File: src/rtl/ysyx_25010008_mem_arbiter_pkg.sv
// Shared types for the IFU/LSU memory arbiter: FSM states, owner encoding, request bundle.
// Latency: n/a (types and constants only).
// Backpressure: n/a.
package ysyx_25010008_mem_arbiter_pkg;

    localparam int ADDR_W = 32;
    localparam int DATA_W = 32;
    localparam int MASK_W = DATA_W / 8;

    typedef enum logic [1:0] {
        ST_IDLE = 2'd0,
        ST_REQ  = 2'd1,
        ST_WAIT = 2'd2
    } state_t;

    typedef enum logic {
        OWNER_IFU = 1'b0,
        OWNER_LSU = 1'b1
    } owner_t;

    // Request fields held stable towards the slave for the whole transaction
    typedef struct packed {
        logic              wen;
        logic [ADDR_W-1:0] addr;
        logic [DATA_W-1:0] wdata;
        logic [MASK_W-1:0] wmask;
    } mem_req_t;

    localparam mem_req_t REQ_NONE = '0;

    // Map a one-hot grant (bit 0 = IFU, bit 1 = LSU) onto the owner encoding
    function automatic owner_t grant_owner(input logic [1:0] grant);
        return grant[1] ? OWNER_LSU : OWNER_IFU;
    endfunction

endpackage

File: src/rtl/ysyx_25010008_mem_arbiter_if.sv
// Bundle of every IFU, LSU and memory-side signal around the arbiter.
// Latency: n/a (wiring only).
// Backpressure: valid/ready on requests; responses are single-cycle pulses with no ready.
interface ysyx_25010008_mem_arbiter_if;
    import ysyx_25010008_mem_arbiter_pkg::*;

    // IFU side (read-only master)
    logic              ifu_req_valid;
    logic              ifu_req_ready;
    logic [ADDR_W-1:0] ifu_req_addr;
    logic              ifu_resp_valid;
    logic [DATA_W-1:0] ifu_resp_rdata;
    logic              ifu_resp_err;

    // LSU side (read/write master)
    logic              lsu_req_valid;
    logic              lsu_req_ready;
    logic              lsu_req_wen;
    logic [ADDR_W-1:0] lsu_req_addr;
    logic [DATA_W-1:0] lsu_req_wdata;
    logic [MASK_W-1:0] lsu_req_wmask;
    logic              lsu_resp_valid;
    logic [DATA_W-1:0] lsu_resp_rdata;
    logic              lsu_resp_err;

    // Memory slave side
    logic              mem_req_valid;
    logic              mem_req_ready;
    logic              mem_req_wen;
    logic [ADDR_W-1:0] mem_req_addr;
    logic [DATA_W-1:0] mem_req_wdata;
    logic [MASK_W-1:0] mem_req_wmask;
    logic              mem_resp_valid;
    logic [DATA_W-1:0] mem_resp_rdata;
    logic              mem_resp_err;

    // Arbiter view: it serves the two masters and drives the memory port
    modport slave (
        input  ifu_req_valid, ifu_req_addr,
        output ifu_req_ready, ifu_resp_valid, ifu_resp_rdata, ifu_resp_err,
        input  lsu_req_valid, lsu_req_wen, lsu_req_addr, lsu_req_wdata, lsu_req_wmask,
        output lsu_req_ready, lsu_resp_valid, lsu_resp_rdata, lsu_resp_err,
        output mem_req_valid, mem_req_wen, mem_req_addr, mem_req_wdata, mem_req_wmask,
        input  mem_req_ready, mem_resp_valid, mem_resp_rdata, mem_resp_err
    );

    // Surroundings view: IFU, LSU and the memory model together
    modport master (
        output ifu_req_valid, ifu_req_addr,
        input  ifu_req_ready, ifu_resp_valid, ifu_resp_rdata, ifu_resp_err,
        output lsu_req_valid, lsu_req_wen, lsu_req_addr, lsu_req_wdata, lsu_req_wmask,
        input  lsu_req_ready, lsu_resp_valid, lsu_resp_rdata, lsu_resp_err,
        input  mem_req_valid, mem_req_wen, mem_req_addr, mem_req_wdata, mem_req_wmask,
        output mem_req_ready, mem_resp_valid, mem_resp_rdata, mem_resp_err
    );

endinterface

File: src/rtl/ysyx_25010008_mem_arbiter_rr_pick.sv
// Two-way round-robin picker: one-hot grant from a valid pair and the previous winner.
// Latency: purely combinational.
// Backpressure: none; the caller decides when the grant is actually taken.
module ysyx_25010008_rr_pick
    import ysyx_25010008_mem_arbiter_pkg::*;
(
    input  logic [1:0] valid,   // bit 0 = IFU, bit 1 = LSU
    input  owner_t     last,
    output logic [1:0] grant
);

    // A lone requester always wins; a tie goes to whoever did not win last time
    always_comb begin
        grant = 2'b00;
        case (valid)
            2'b01:   grant = 2'b01;
            2'b10:   grant = 2'b10;
            2'b11:   grant = (last == OWNER_LSU) ? 2'b01 : 2'b10;
            default: grant = 2'b00;
        endcase
    end

endmodule

File: src/rtl/ysyx_25010008_mem_arbiter.sv
// Shares one memory port between IFU and LSU, one transaction at a time, round-robin on ties.
// Latency: grant in cycle 0, mem request from cycle 1, response passed through in the slave's response cycle.
// Backpressure: req_ready only in IDLE; mem_req held until mem_req_ready; slave stalls in WAIT end in an error after TIMEOUT.
module ysyx_25010008_mem_arbiter
    import ysyx_25010008_mem_arbiter_pkg::*;
#(
    parameter int TIMEOUT = 255,   // legal range 1 .. 2**CW-1
    parameter int CW      = 8
) (
    input  logic                         clk,
    input  logic                         rst,   // asynchronous, active low
    ysyx_25010008_mem_arbiter_if.slave   bus
);

    localparam logic [CW-1:0] TIMEOUT_CNT = CW'(TIMEOUT);

    state_t        state;
    state_t        next_state;
    owner_t        owner;
    owner_t        last_grant;
    logic [CW-1:0] cnt;
    mem_req_t      req_q;
    mem_req_t      req_new;

    logic [1:0]    pick;
    logic [1:0]    grant;
    logic          resp_hit;
    logic          timeout_hit;
    logic          done;
    logic [DATA_W-1:0] resp_rdata;
    logic          resp_err;
    logic          ifu_done;
    logic          lsu_done;

    ysyx_25010008_rr_pick u_pick (
        .valid ({bus.lsu_req_valid, bus.ifu_req_valid}),
        .last  (last_grant),
        .grant (pick)
    );

    // The picker's choice only becomes a grant while the port is free
    assign grant = (state == ST_IDLE) ? pick : 2'b00;

    // Capture the winning master's fields; IFU traffic is always a plain read
    always_comb begin
        req_new = REQ_NONE;
        if (grant[1]) begin
            req_new.wen   = bus.lsu_req_wen;
            req_new.addr  = bus.lsu_req_addr;
            req_new.wdata = bus.lsu_req_wdata;
            req_new.wmask = bus.lsu_req_wmask;
        end else begin
            req_new.addr  = bus.ifu_req_addr;
        end
    end

    // Next state; a real response in WAIT beats a timeout in the same cycle
    always_comb begin
        next_state  = state;
        resp_hit    = 1'b0;
        timeout_hit = 1'b0;
        case (state)
            ST_IDLE: begin
                if (|grant) begin
                    next_state = ST_REQ;
                end
            end
            ST_REQ: begin
                if (bus.mem_req_ready) begin
                    next_state = ST_WAIT;
                end
            end
            ST_WAIT: begin
                if (bus.mem_resp_valid) begin
                    resp_hit   = 1'b1;
                    next_state = ST_IDLE;
                end else if (cnt == TIMEOUT_CNT) begin
                    timeout_hit = 1'b1;
                    next_state  = ST_IDLE;
                end
            end
            default: next_state = ST_IDLE;
        endcase
    end

    // State register; reset drops whatever transaction is in flight
    always_ff @(posedge clk or negedge rst) begin
        if (!rst) begin
            state <= ST_IDLE;
        end else begin
            state <= next_state;
        end
    end

    // Owner and round-robin history move together on every grant
    always_ff @(posedge clk or negedge rst) begin
        if (!rst) begin
            owner      <= OWNER_IFU;
            last_grant <= OWNER_LSU;
        end else if (|grant) begin
            owner      <= grant_owner(grant);
            last_grant <= grant_owner(grant);
        end
    end

    // Request fields are frozen at grant time so the master may change its inputs afterwards
    always_ff @(posedge clk or negedge rst) begin
        if (!rst) begin
            req_q <= REQ_NONE;
        end else if (|grant) begin
            req_q <= req_new;
        end
    end

    // WAIT cycle counter: cleared on the slave handshake, saturates at TIMEOUT
    always_ff @(posedge clk or negedge rst) begin
        if (!rst) begin
            cnt <= '0;
        end else if (state == ST_REQ && bus.mem_req_ready) begin
            cnt <= '0;
        end else if (state == ST_WAIT && !bus.mem_resp_valid && cnt != TIMEOUT_CNT) begin
            cnt <= cnt + 1'b1;
        end
    end

    // Response data: writes never return read data, timeouts return zero with err set
    assign done       = resp_hit | timeout_hit;
    assign resp_rdata = (resp_hit && !req_q.wen) ? bus.mem_resp_rdata : '0;
    assign resp_err   = resp_hit ? bus.mem_resp_err : timeout_hit;
    assign ifu_done   = done && (owner == OWNER_IFU);
    assign lsu_done   = done && (owner == OWNER_LSU);

    // Ready is forced low during reset because IDLE would otherwise grant combinationally
    assign bus.ifu_req_ready  = rst & grant[0];
    assign bus.lsu_req_ready  = rst & grant[1];

    assign bus.ifu_resp_valid = ifu_done;
    assign bus.ifu_resp_rdata = ifu_done ? resp_rdata : '0;
    assign bus.ifu_resp_err   = ifu_done & resp_err;
    assign bus.lsu_resp_valid = lsu_done;
    assign bus.lsu_resp_rdata = lsu_done ? resp_rdata : '0;
    assign bus.lsu_resp_err   = lsu_done & resp_err;

    assign bus.mem_req_valid  = (state == ST_REQ);
    assign bus.mem_req_wen    = req_q.wen;
    assign bus.mem_req_addr   = req_q.addr;
    assign bus.mem_req_wdata  = req_q.wdata;
    assign bus.mem_req_wmask  = req_q.wmask;

endmodule

File: src/flat_wrapper.sv
// flat-port wrapper written by rule: the top's interface ports become plain ports
module ysyx_25010008_mem_arbiter_flat import ysyx_25010008_mem_arbiter_pkg::*;
#(
    parameter int TIMEOUT = 255,                              
    parameter int CW      = 8
)
  (clk, rst, bus_ifu_req_valid, bus_ifu_req_addr, bus_ifu_req_ready, bus_ifu_resp_valid, bus_ifu_resp_rdata, bus_ifu_resp_err, bus_lsu_req_valid, bus_lsu_req_wen, bus_lsu_req_addr, bus_lsu_req_wdata, bus_lsu_req_wmask, bus_lsu_req_ready, bus_lsu_resp_valid, bus_lsu_resp_rdata, bus_lsu_resp_err, bus_mem_req_valid, bus_mem_req_wen, bus_mem_req_addr, bus_mem_req_wdata, bus_mem_req_wmask, bus_mem_req_ready, bus_mem_resp_valid, bus_mem_resp_rdata, bus_mem_resp_err);
  ysyx_25010008_mem_arbiter_if bus_i ();
  input  logic clk;
  input  logic rst;
  input wire logic [$bits(bus_i.ifu_req_valid)-1:0] bus_ifu_req_valid;
  input wire logic [$bits(bus_i.ifu_req_addr)-1:0] bus_ifu_req_addr;
  output wire logic [$bits(bus_i.ifu_req_ready)-1:0] bus_ifu_req_ready;
  output wire logic [$bits(bus_i.ifu_resp_valid)-1:0] bus_ifu_resp_valid;
  output wire logic [$bits(bus_i.ifu_resp_rdata)-1:0] bus_ifu_resp_rdata;
  output wire logic [$bits(bus_i.ifu_resp_err)-1:0] bus_ifu_resp_err;
  input wire logic [$bits(bus_i.lsu_req_valid)-1:0] bus_lsu_req_valid;
  input wire logic [$bits(bus_i.lsu_req_wen)-1:0] bus_lsu_req_wen;
  input wire logic [$bits(bus_i.lsu_req_addr)-1:0] bus_lsu_req_addr;
  input wire logic [$bits(bus_i.lsu_req_wdata)-1:0] bus_lsu_req_wdata;
  input wire logic [$bits(bus_i.lsu_req_wmask)-1:0] bus_lsu_req_wmask;
  output wire logic [$bits(bus_i.lsu_req_ready)-1:0] bus_lsu_req_ready;
  output wire logic [$bits(bus_i.lsu_resp_valid)-1:0] bus_lsu_resp_valid;
  output wire logic [$bits(bus_i.lsu_resp_rdata)-1:0] bus_lsu_resp_rdata;
  output wire logic [$bits(bus_i.lsu_resp_err)-1:0] bus_lsu_resp_err;
  output wire logic [$bits(bus_i.mem_req_valid)-1:0] bus_mem_req_valid;
  output wire logic [$bits(bus_i.mem_req_wen)-1:0] bus_mem_req_wen;
  output wire logic [$bits(bus_i.mem_req_addr)-1:0] bus_mem_req_addr;
  output wire logic [$bits(bus_i.mem_req_wdata)-1:0] bus_mem_req_wdata;
  output wire logic [$bits(bus_i.mem_req_wmask)-1:0] bus_mem_req_wmask;
  input wire logic [$bits(bus_i.mem_req_ready)-1:0] bus_mem_req_ready;
  input wire logic [$bits(bus_i.mem_resp_valid)-1:0] bus_mem_resp_valid;
  input wire logic [$bits(bus_i.mem_resp_rdata)-1:0] bus_mem_resp_rdata;
  input wire logic [$bits(bus_i.mem_resp_err)-1:0] bus_mem_resp_err;
  assign bus_i.ifu_req_valid = bus_ifu_req_valid;
  assign bus_i.ifu_req_addr = bus_ifu_req_addr;
  assign bus_ifu_req_ready = bus_i.ifu_req_ready;
  assign bus_ifu_resp_valid = bus_i.ifu_resp_valid;
  assign bus_ifu_resp_rdata = bus_i.ifu_resp_rdata;
  assign bus_ifu_resp_err = bus_i.ifu_resp_err;
  assign bus_i.lsu_req_valid = bus_lsu_req_valid;
  assign bus_i.lsu_req_wen = bus_lsu_req_wen;
  assign bus_i.lsu_req_addr = bus_lsu_req_addr;
  assign bus_i.lsu_req_wdata = bus_lsu_req_wdata;
  assign bus_i.lsu_req_wmask = bus_lsu_req_wmask;
  assign bus_lsu_req_ready = bus_i.lsu_req_ready;
  assign bus_lsu_resp_valid = bus_i.lsu_resp_valid;
  assign bus_lsu_resp_rdata = bus_i.lsu_resp_rdata;
  assign bus_lsu_resp_err = bus_i.lsu_resp_err;
  assign bus_mem_req_valid = bus_i.mem_req_valid;
  assign bus_mem_req_wen = bus_i.mem_req_wen;
  assign bus_mem_req_addr = bus_i.mem_req_addr;
  assign bus_mem_req_wdata = bus_i.mem_req_wdata;
  assign bus_mem_req_wmask = bus_i.mem_req_wmask;
  assign bus_i.mem_req_ready = bus_mem_req_ready;
  assign bus_i.mem_resp_valid = bus_mem_resp_valid;
  assign bus_i.mem_resp_rdata = bus_mem_resp_rdata;
  assign bus_i.mem_resp_err = bus_mem_resp_err;
  ysyx_25010008_mem_arbiter #(.TIMEOUT(TIMEOUT), .CW(CW)) u_core (.clk(clk), .rst(rst), .bus(bus_i));
endmodule
File: config.mk
export PLATFORM = sky130hd
export DESIGN_NAME = ysyx_25010008_mem_arbiter_flat
export DESIGN_NICKNAME = d
export VERILOG_FILES = /design/src/rtl/ysyx_25010008_mem_arbiter_pkg.sv /design/src/rtl/ysyx_25010008_mem_arbiter_if.sv /design/src/rtl/ysyx_25010008_mem_arbiter_rr_pick.sv /design/src/rtl/ysyx_25010008_mem_arbiter.sv /design/src/flat_wrapper.sv
export SDC_FILE = /design/constraint.sdc
export NUM_CORES = 1
export LEC_CHECK = 0
export ABC_AREA = 1
export CORE_AREA = 2 2 109 111
export DETAILED_ROUTE_END_ITERATION = 8
export DIE_AREA = 0 0 111 113
export DONT_BUFFER_PORTS = 1
export GPL_TIMING_DRIVEN = 0
export PLACE_DENSITY = 0.59
export SETUP_SLACK_MARGIN = 0.1
export SYNTH_ARGS = -nofsm -noshare
export SYNTH_HDL_FRONTEND = slang
export SYNTH_SLANG_ARGS = --single-unit
export TNS_END_PERCENT = 20
File: constraint.sdc
create_clock -name clk -period 3.5 [get_ports clk]
set_clock_uncertainty 0.2 [all_clocks]
set_input_delay 0.35 -clock clk [delete_from_list [all_inputs] [get_ports clk]]
set_output_delay 0.35 -clock clk [all_outputs]
set_load 0.005 [all_outputs]
==> metrics.csv, run 1 <==
metric,value,unit
status,"complete, no violations",
core area,11300,um2
Syn Nets,734,
Starting Density,39.7,%
Via-to-Cell Ratio,5.45,
die area,12500,um2
Critical Path Start Type,register,
critical path class,reg -> out,
Avg Inst Size Synth,7.54,um2
yosys warns,0,
critical path arrival,1890,ps
first-pass GRT wire length,23600,um
clk sinks,81,
worst hold path type,in -> reg,
largest net degree at the start of global routing,82,
Slew headroom,61.5,%
total I/O pin count,280,
Peak VDD IR,0.357,mV
register area,2030,um2
RSZ-0062 raised after global routing,no,
final setup fails,0,
"Period Utilization, post-route",69.7,%
total negative slack,0,ps
worst-path maximum fanout,10,
Hold Worst Slack,5.02,ps
post-layout min period,2440,ps
CP required,2950,ps
CTS resizes,0,
gr usage total,23.6,%
initial antenna violation count,1,
Die Span X,111,um
footprint of the multi-input gates,1780,um2
drt initial violations,274,
"commonest non-fill, non-tap cell in the layout",inv_1,
synthesis-to-layout area growth,25.7,%
clock-pin transition on the worst setup and hold timing paths,60,ps
vias,4473,
Post-Syn Instances,593,
deepest clock path buffer count,2,
DP Wirelength,10900,um
Max-Cap Viols,0,
Final ANT Viol Nets,0,
wire per inst,18.2,um
ant diodes,0,
port bufs,0,
Pre-antenna DRT Iters,4,
Worst-Skew Late Latency,340,ps
CTS tree,done,
fill cell count,1076,
post-synthesis sequential area ratio,45.4,%
final slew viol count,0,
layout cell share with drive strength beyond 1,6.79,%
Worst setup EP type,primary output,
Final Hold Fails,0,
Yosys cell types,28,
Max Fclk,410,MHz
Static Leak,2.99,nW
Yosys reg bits,81,
gpl congestion,0.819,
Die Height,113,um
CTS root buffer,clkbuf_16,
final WL,14900,um
CTS Buf Count,9,
H-tree levels,3,
most frequent cells in the layout,"113 x inv_1, 110 x nand2_1, 80 x dfrtp_1",
Slew @ Worst Pin,577,ps
gr ovfl total,0,
# rows,39,
Remaining DRCs,0,
number of global-route vias before repair,4504,
Pwr per Cell Area,743,nW/um2
mapped cell area,4470,um2
nets,813,
## Yosys cell counts
master    instances  area, um2
o21ai_0          71        355
clkinv_1          1       3.75
nand3_2           1       10.0
buf_2             7       35.0
nor3_1            2       10.0
clkbuf_2          2       10.0
inv_2             4       15.0
buf_4             8       60.1
xor2_1            2       17.5
dfstp_2           1       26.3
dfrtp_1          80       2000
a211oi_1          1       7.51
nor2_1           12       45.0
a31oi_1          32        200
nand3_1           8       40.0
nand4_1          66        413
nor2_2            2       12.5
o21ai_1          33        165
nand2_1         110        413
o22ai_1           1       6.26
nor2_8            1       20.0
inv_1           113        424
ha_1              1       12.5
clkbuf_1         26       97.6
nor2_4            2       22.5
o21ai_4           1       16.3
buf_1             4       15.0
a21oi_4           1       16.3
## kinds of logic (layout without fill, tap and decap cells)
group / Yosys count / in the layout / share of synthesized area, %
compound gates: 140 / 140 / 17.2
xor+xnor: 2 / 2 / 0.392
flops: 81 / 81 / 45.4
fa+ha+maj: 1 / 1 / 0.280
simple gates: 204 / 204 / 22.0
buf+inv: 165 / 249 / 14.8
## path summary, 6_finish.rpt
kind                                         from                            to  slack [ps]  depth (start not counted)
max in group asynchronous                     rst             u_core.last_grant        2370                          2
min in group asynchronous                     rst   u_core.bus.mem_req_addr[19]         380                          2
min reg2reg                     u_core.last_grant             u_core.last_grant         300                          2
max                        u_core.bus.mem_req_wen         bus_lsu_resp_rdata[3]        1060                          5
min                          bus_ifu_req_addr[16]   u_core.bus.mem_req_addr[16]           5                          2
max reg2reg                     u_core.last_grant  u_core.bus.mem_req_wdata[23]        1620                          4
## repair_timing
| item | 4_1_cts | 5_1_grt |
|---|---|---|
| endpoints found under the hold margin | 147 | 0 |
| setup endpoints to repair | 0 | 0 |
| setup buffers | 0 | 0 |
| hold buffers | 68 | 0 |
## worst max-delay path, cell delays in order (launching register included)
cell      delay (ps)
dfrtp_1          430
inv_1             90
clkbuf_1         330
buf_1            410
nand4_1          180
inv_1            110
## through the flow
| stage | power [mW] | area (um2) | cells | utilization (%) | worst slack [ps] |
|---|---|---|---|---|---|
| after detailed placement | 3.23 | 4650 | 736 | 41.3 | 1410 |
| final | 4.18 | 5620 | 820 | 49.9 | 1060 |
| after CTS | 4.18 | 5620 | 820 | 49.9 | 1040 |
| after global placement | 3.16 | 4650 | 736 | 41.3 | 1440 |
| after floorplan | 2.72 | 4470 | 593 | - | 1690 |
| after global routing | 4.52 | 5620 | 820 | 49.9 | 867 |
## per-layer routing
metal,share of wire [%],global-route usage [%],up-vias
met1,40,28.1,2128
li1,-,-,2112
met5,0,0,-
met2,51,41.2,212
met3,8.0,7.55,21
met4,1.5,7.08,0
## where the power goes
part           switching, mW  internal [mW]
Combinational           1.11          0.497
Clock                  0.396          0.483
Sequential             0.355           1.33
## state kept, by name (all words and copies together) (netlist names)
name / count
u_core.bus.mem_req_addr: 32
u_core.bus.mem_req_wdata: 32
u_core.bus.mem_req_wen: 1
u_core.bus.mem_req_wmask: 4
u_core.cnt: 8
u_core.last_grant: 1
u_core.owner: 1
u_core.state: 2
## cell type report
type / count / area share [%]
plain buffers: 47 / 3.87
clock buffers: 10 / 4.07
clock inverters: 6 / 0.779
inverters: 118 / 7.88
multi-input cells: 347 / 31.7
flip-flops and latches: 81 / 36.1
well taps: 143 / 3.18
repair buffers: 68 / 12.4
(Power assumes the default switching activity.)
==> inputs of run 2 (changes only) <==
--- a/config.mk
+++ b/config.mk
@@ -5,13 +5,13 @@
 export SDC_FILE = /design/constraint.sdc
 export NUM_CORES = 1
 export LEC_CHECK = 0
-export ABC_AREA = 1
-export CORE_AREA = 2 2 109 111
+export ABC_AREA = 0
+export CORE_AREA = 2 2 108 110
 export DETAILED_ROUTE_END_ITERATION = 8
-export DIE_AREA = 0 0 111 113
+export DIE_AREA = 0 0 110 112
 export DONT_BUFFER_PORTS = 1
 export GPL_TIMING_DRIVEN = 0
-export PLACE_DENSITY = 0.59
+export PLACE_DENSITY = 0.56
 export SETUP_SLACK_MARGIN = 0.1
 export SYNTH_ARGS = -nofsm -noshare
 export SYNTH_HDL_FRONTEND = slang
==> constraint.sdc (replaced) <==
create_clock -name clk -period 2.1 [get_ports clk]
set_clock_uncertainty 0.2 [all_clocks]
set_input_delay 0.21 -clock clk [delete_from_list [all_inputs] [get_ports clk]]
set_output_delay 0.21 -clock clk [all_outputs]
set_load 0.005 [all_outputs]
==> run 2 against run 1 <==
The flow now finishes with violations (negative hold slack). Utilization shrank 0.12 points. Die area fell by 1.8%. Worst setup slack worse by 950 ps. Critical path type unchanged. Largest power group unchanged.
==> metrics.csv, run 2 <==
metric,value,unit
nets,660,
most frequent cells in the layout,"106 x dlygate4sd3_1, 79 x dfrtp_1, 63 x nor2_1",
gpl congestion,0.773,
number of synthesized flops with an enable pin,0,
CTS Buf Count,9,
gr ovfl total,0,
final slew viol count,0,
deepest clock path buffer count,2,
most numerous cell in the Yosys netlist,dfrtp_1,
Max Fclk,503,MHz
Syn Nets,539,
ranking of synthesized cells by area,"dfrtp_1 52%, mux2i_1 8.8%, a22o_1 8.4%, nor2_1 7.0%, nand2b_1 5.3%",
critical path arrival,1580,ps
ant diodes,0,
Post-Syn Instances,398,
CP required,1690,ps
Die Span X,110,um
Hold Worst Slack,-627,ps
Avg Inst Size Synth,9.74,um2
post-synthesis sequential area ratio,52.3,%
gr usage total,20.7,%
Worst-Skew Late Latency,330,ps
Final ANT Viol Nets,0,
"commonest non-fill, non-tap cell in the layout",dlygate4sd3_1,
RSZ-0062 raised after global routing,yes,
Synth area leader,dfrtp_1,
Pwr per Cell Area,1220,nW/um2
die area,12300,um2
number of global-route vias before repair,3636,
worst-path maximum fanout,10,
yosys warns,0,
Pre-antenna DRT Iters,4,
"worst slack, placed",124,ps
synthesis-to-layout area growth,43.4,%
# rows,39,
status,"complete, but fails checks",
core area,11200,um2
total negative slack,0,ps
initial antenna violation count,0,
final setup fails,0,
Via-to-Cell Ratio,5.32,
Slew headroom,71.0,%
total I/O pin count,280,
H-tree levels,3,
layout cell share with drive strength beyond 1,11.8,%
mapped cell area,3880,um2
clock-pin transition on the worst setup and hold timing paths,60,ps
port bufs,0,
CTS tree,done,
worst hold path type,in -> async,
DP Wirelength,8600,um
setup ws final,111,ps
Post-synth top cells,"80 x dfrtp_1, 72 x nor2_1, 41 x nand2_1",
Worst setup EP type,primary output,
largest net degree at the start of global routing,83,
ys async rst share,100,%
Most used DFF post-synth,dfrtp_1,
first-pass GRT wire length,19100,um
fin util,49.7,%
Starting Density,34.7,%
fill cell count,1006,
clk sinks,81,
hold_buf cts,106,
failing checks,negative hold slack,
Max-Cap Viols,0,
Slew @ Worst Pin,436,ps
post-layout min period,1990,ps
Yosys reg bits,81,
Yosys cell types,32,
wire per inst,19.3,um
final WL,12800,um
share of the synthesized area in the top cell type,51.6,%
Critical Path Start Type,register,
Peak VDD IR,0.652,mV
vias,3547,
Die Height,112,um
Placement Cell Area,4060,um2
Static Leak,2.58,nW
final instance area,5560,um2
CTS root buffer,clkbuf_16,
Final Hold Fails,81,
Remaining DRCs,0,
"Period Utilization, post-route",94.7,%
critical path class,reg -> out,
drt initial violations,150,
## run 2: repair_timing
action | CTS | global route
endpoints found under the hold margin | 159 | 81
setup endpoints to repair | 68 | 74
setup buffers | 1 | 3
gates resized for setup | 27 | 17
pin swaps | 1 | 3
gates cloned | 0 | 0
## run 2: critical path, stage by stage, from the launching register on
cell	delay [ps]
dfrtp_1	420
and2b_2	270
nand3_2	160
clkbuf_2	220
nor2_1	180
## run 2: cell type report
class | instances | area, um2 | area share, %
timing repair buffer | 110 | 1090 | 19.6
sequential | 81 | 2030 | 36.5
clock buffer | 13 | 260 | 4.68
clock inverter | 3 | 15.0 | 0.270
tap | 143 | 179 | 3.22
inverter | 3 | 11.3 | 0.203
multi-input combinational | 286 | 1810 | 32.6
buffer | 28 | 163 | 2.93
## run 2: cells by family (layout without fill, tap and decap cells)
logic type	Yosys count	in the layout	share of synthesized area [%]
simple gates	166	166	19.4
compound gates	83	83	15.0
fa+ha+maj	1	1	0.323
mux	34	34	8.78
buf+inv	31	157	3.74
flops	81	81	52.3
xor+xnor	2	2	0.452
## run 2: path summary, 6_finish.rpt
path                       slack [ps]               start  depth (start not counted)                           to
max                               110     u_core.state[0]                          4       bus_ifu_resp_rdata[29]
min                              -630                 rst                          0  u_core.bus.mem_req_addr[30]
max reg2reg                       270     u_core.state[1]                          5  u_core.bus.mem_req_addr[18]
min reg2reg                       330       u_core.cnt[6]                          1                u_core.cnt[6]
max in group asynchronous        2130                 rst                          0            u_core.last_grant
min in group clk                  140  bus_mem_resp_valid                          3                u_core.cnt[5]
## run 2: routing by layer
| metal | GRT usage, % | vias to the layer above | share of wire [%] |
|---|---|---|---|
| met1 | 21.5 | 1720 | 35 |
| met2 | 38.2 | 190 | 55 |
| met5 | 0 | - | 0 |
| met4 | 8.44 | 0 | 2.7 |
| li1 | - | 1604 | - |
| met3 | 5.62 | 33 | 7.3 |
## run 2: report_power, final
part | leakage [nW] | switching (mW) | internal, mW
Combinational | 1.41 | 1.21 | 1.11
Sequential | 1.03 | 0.702 | 2.31
Clock | 0.139 | 0.593 | 0.860
Total | 2.58 | 2.50 | 4.28
## run 2: per-stage QoR
step,instances,power (mW)
after global placement,541,4.95
after detailed placement,541,5.02
after floorplan,398,4.39
final,667,6.78
after CTS,664,6.73
after global routing,667,7.29
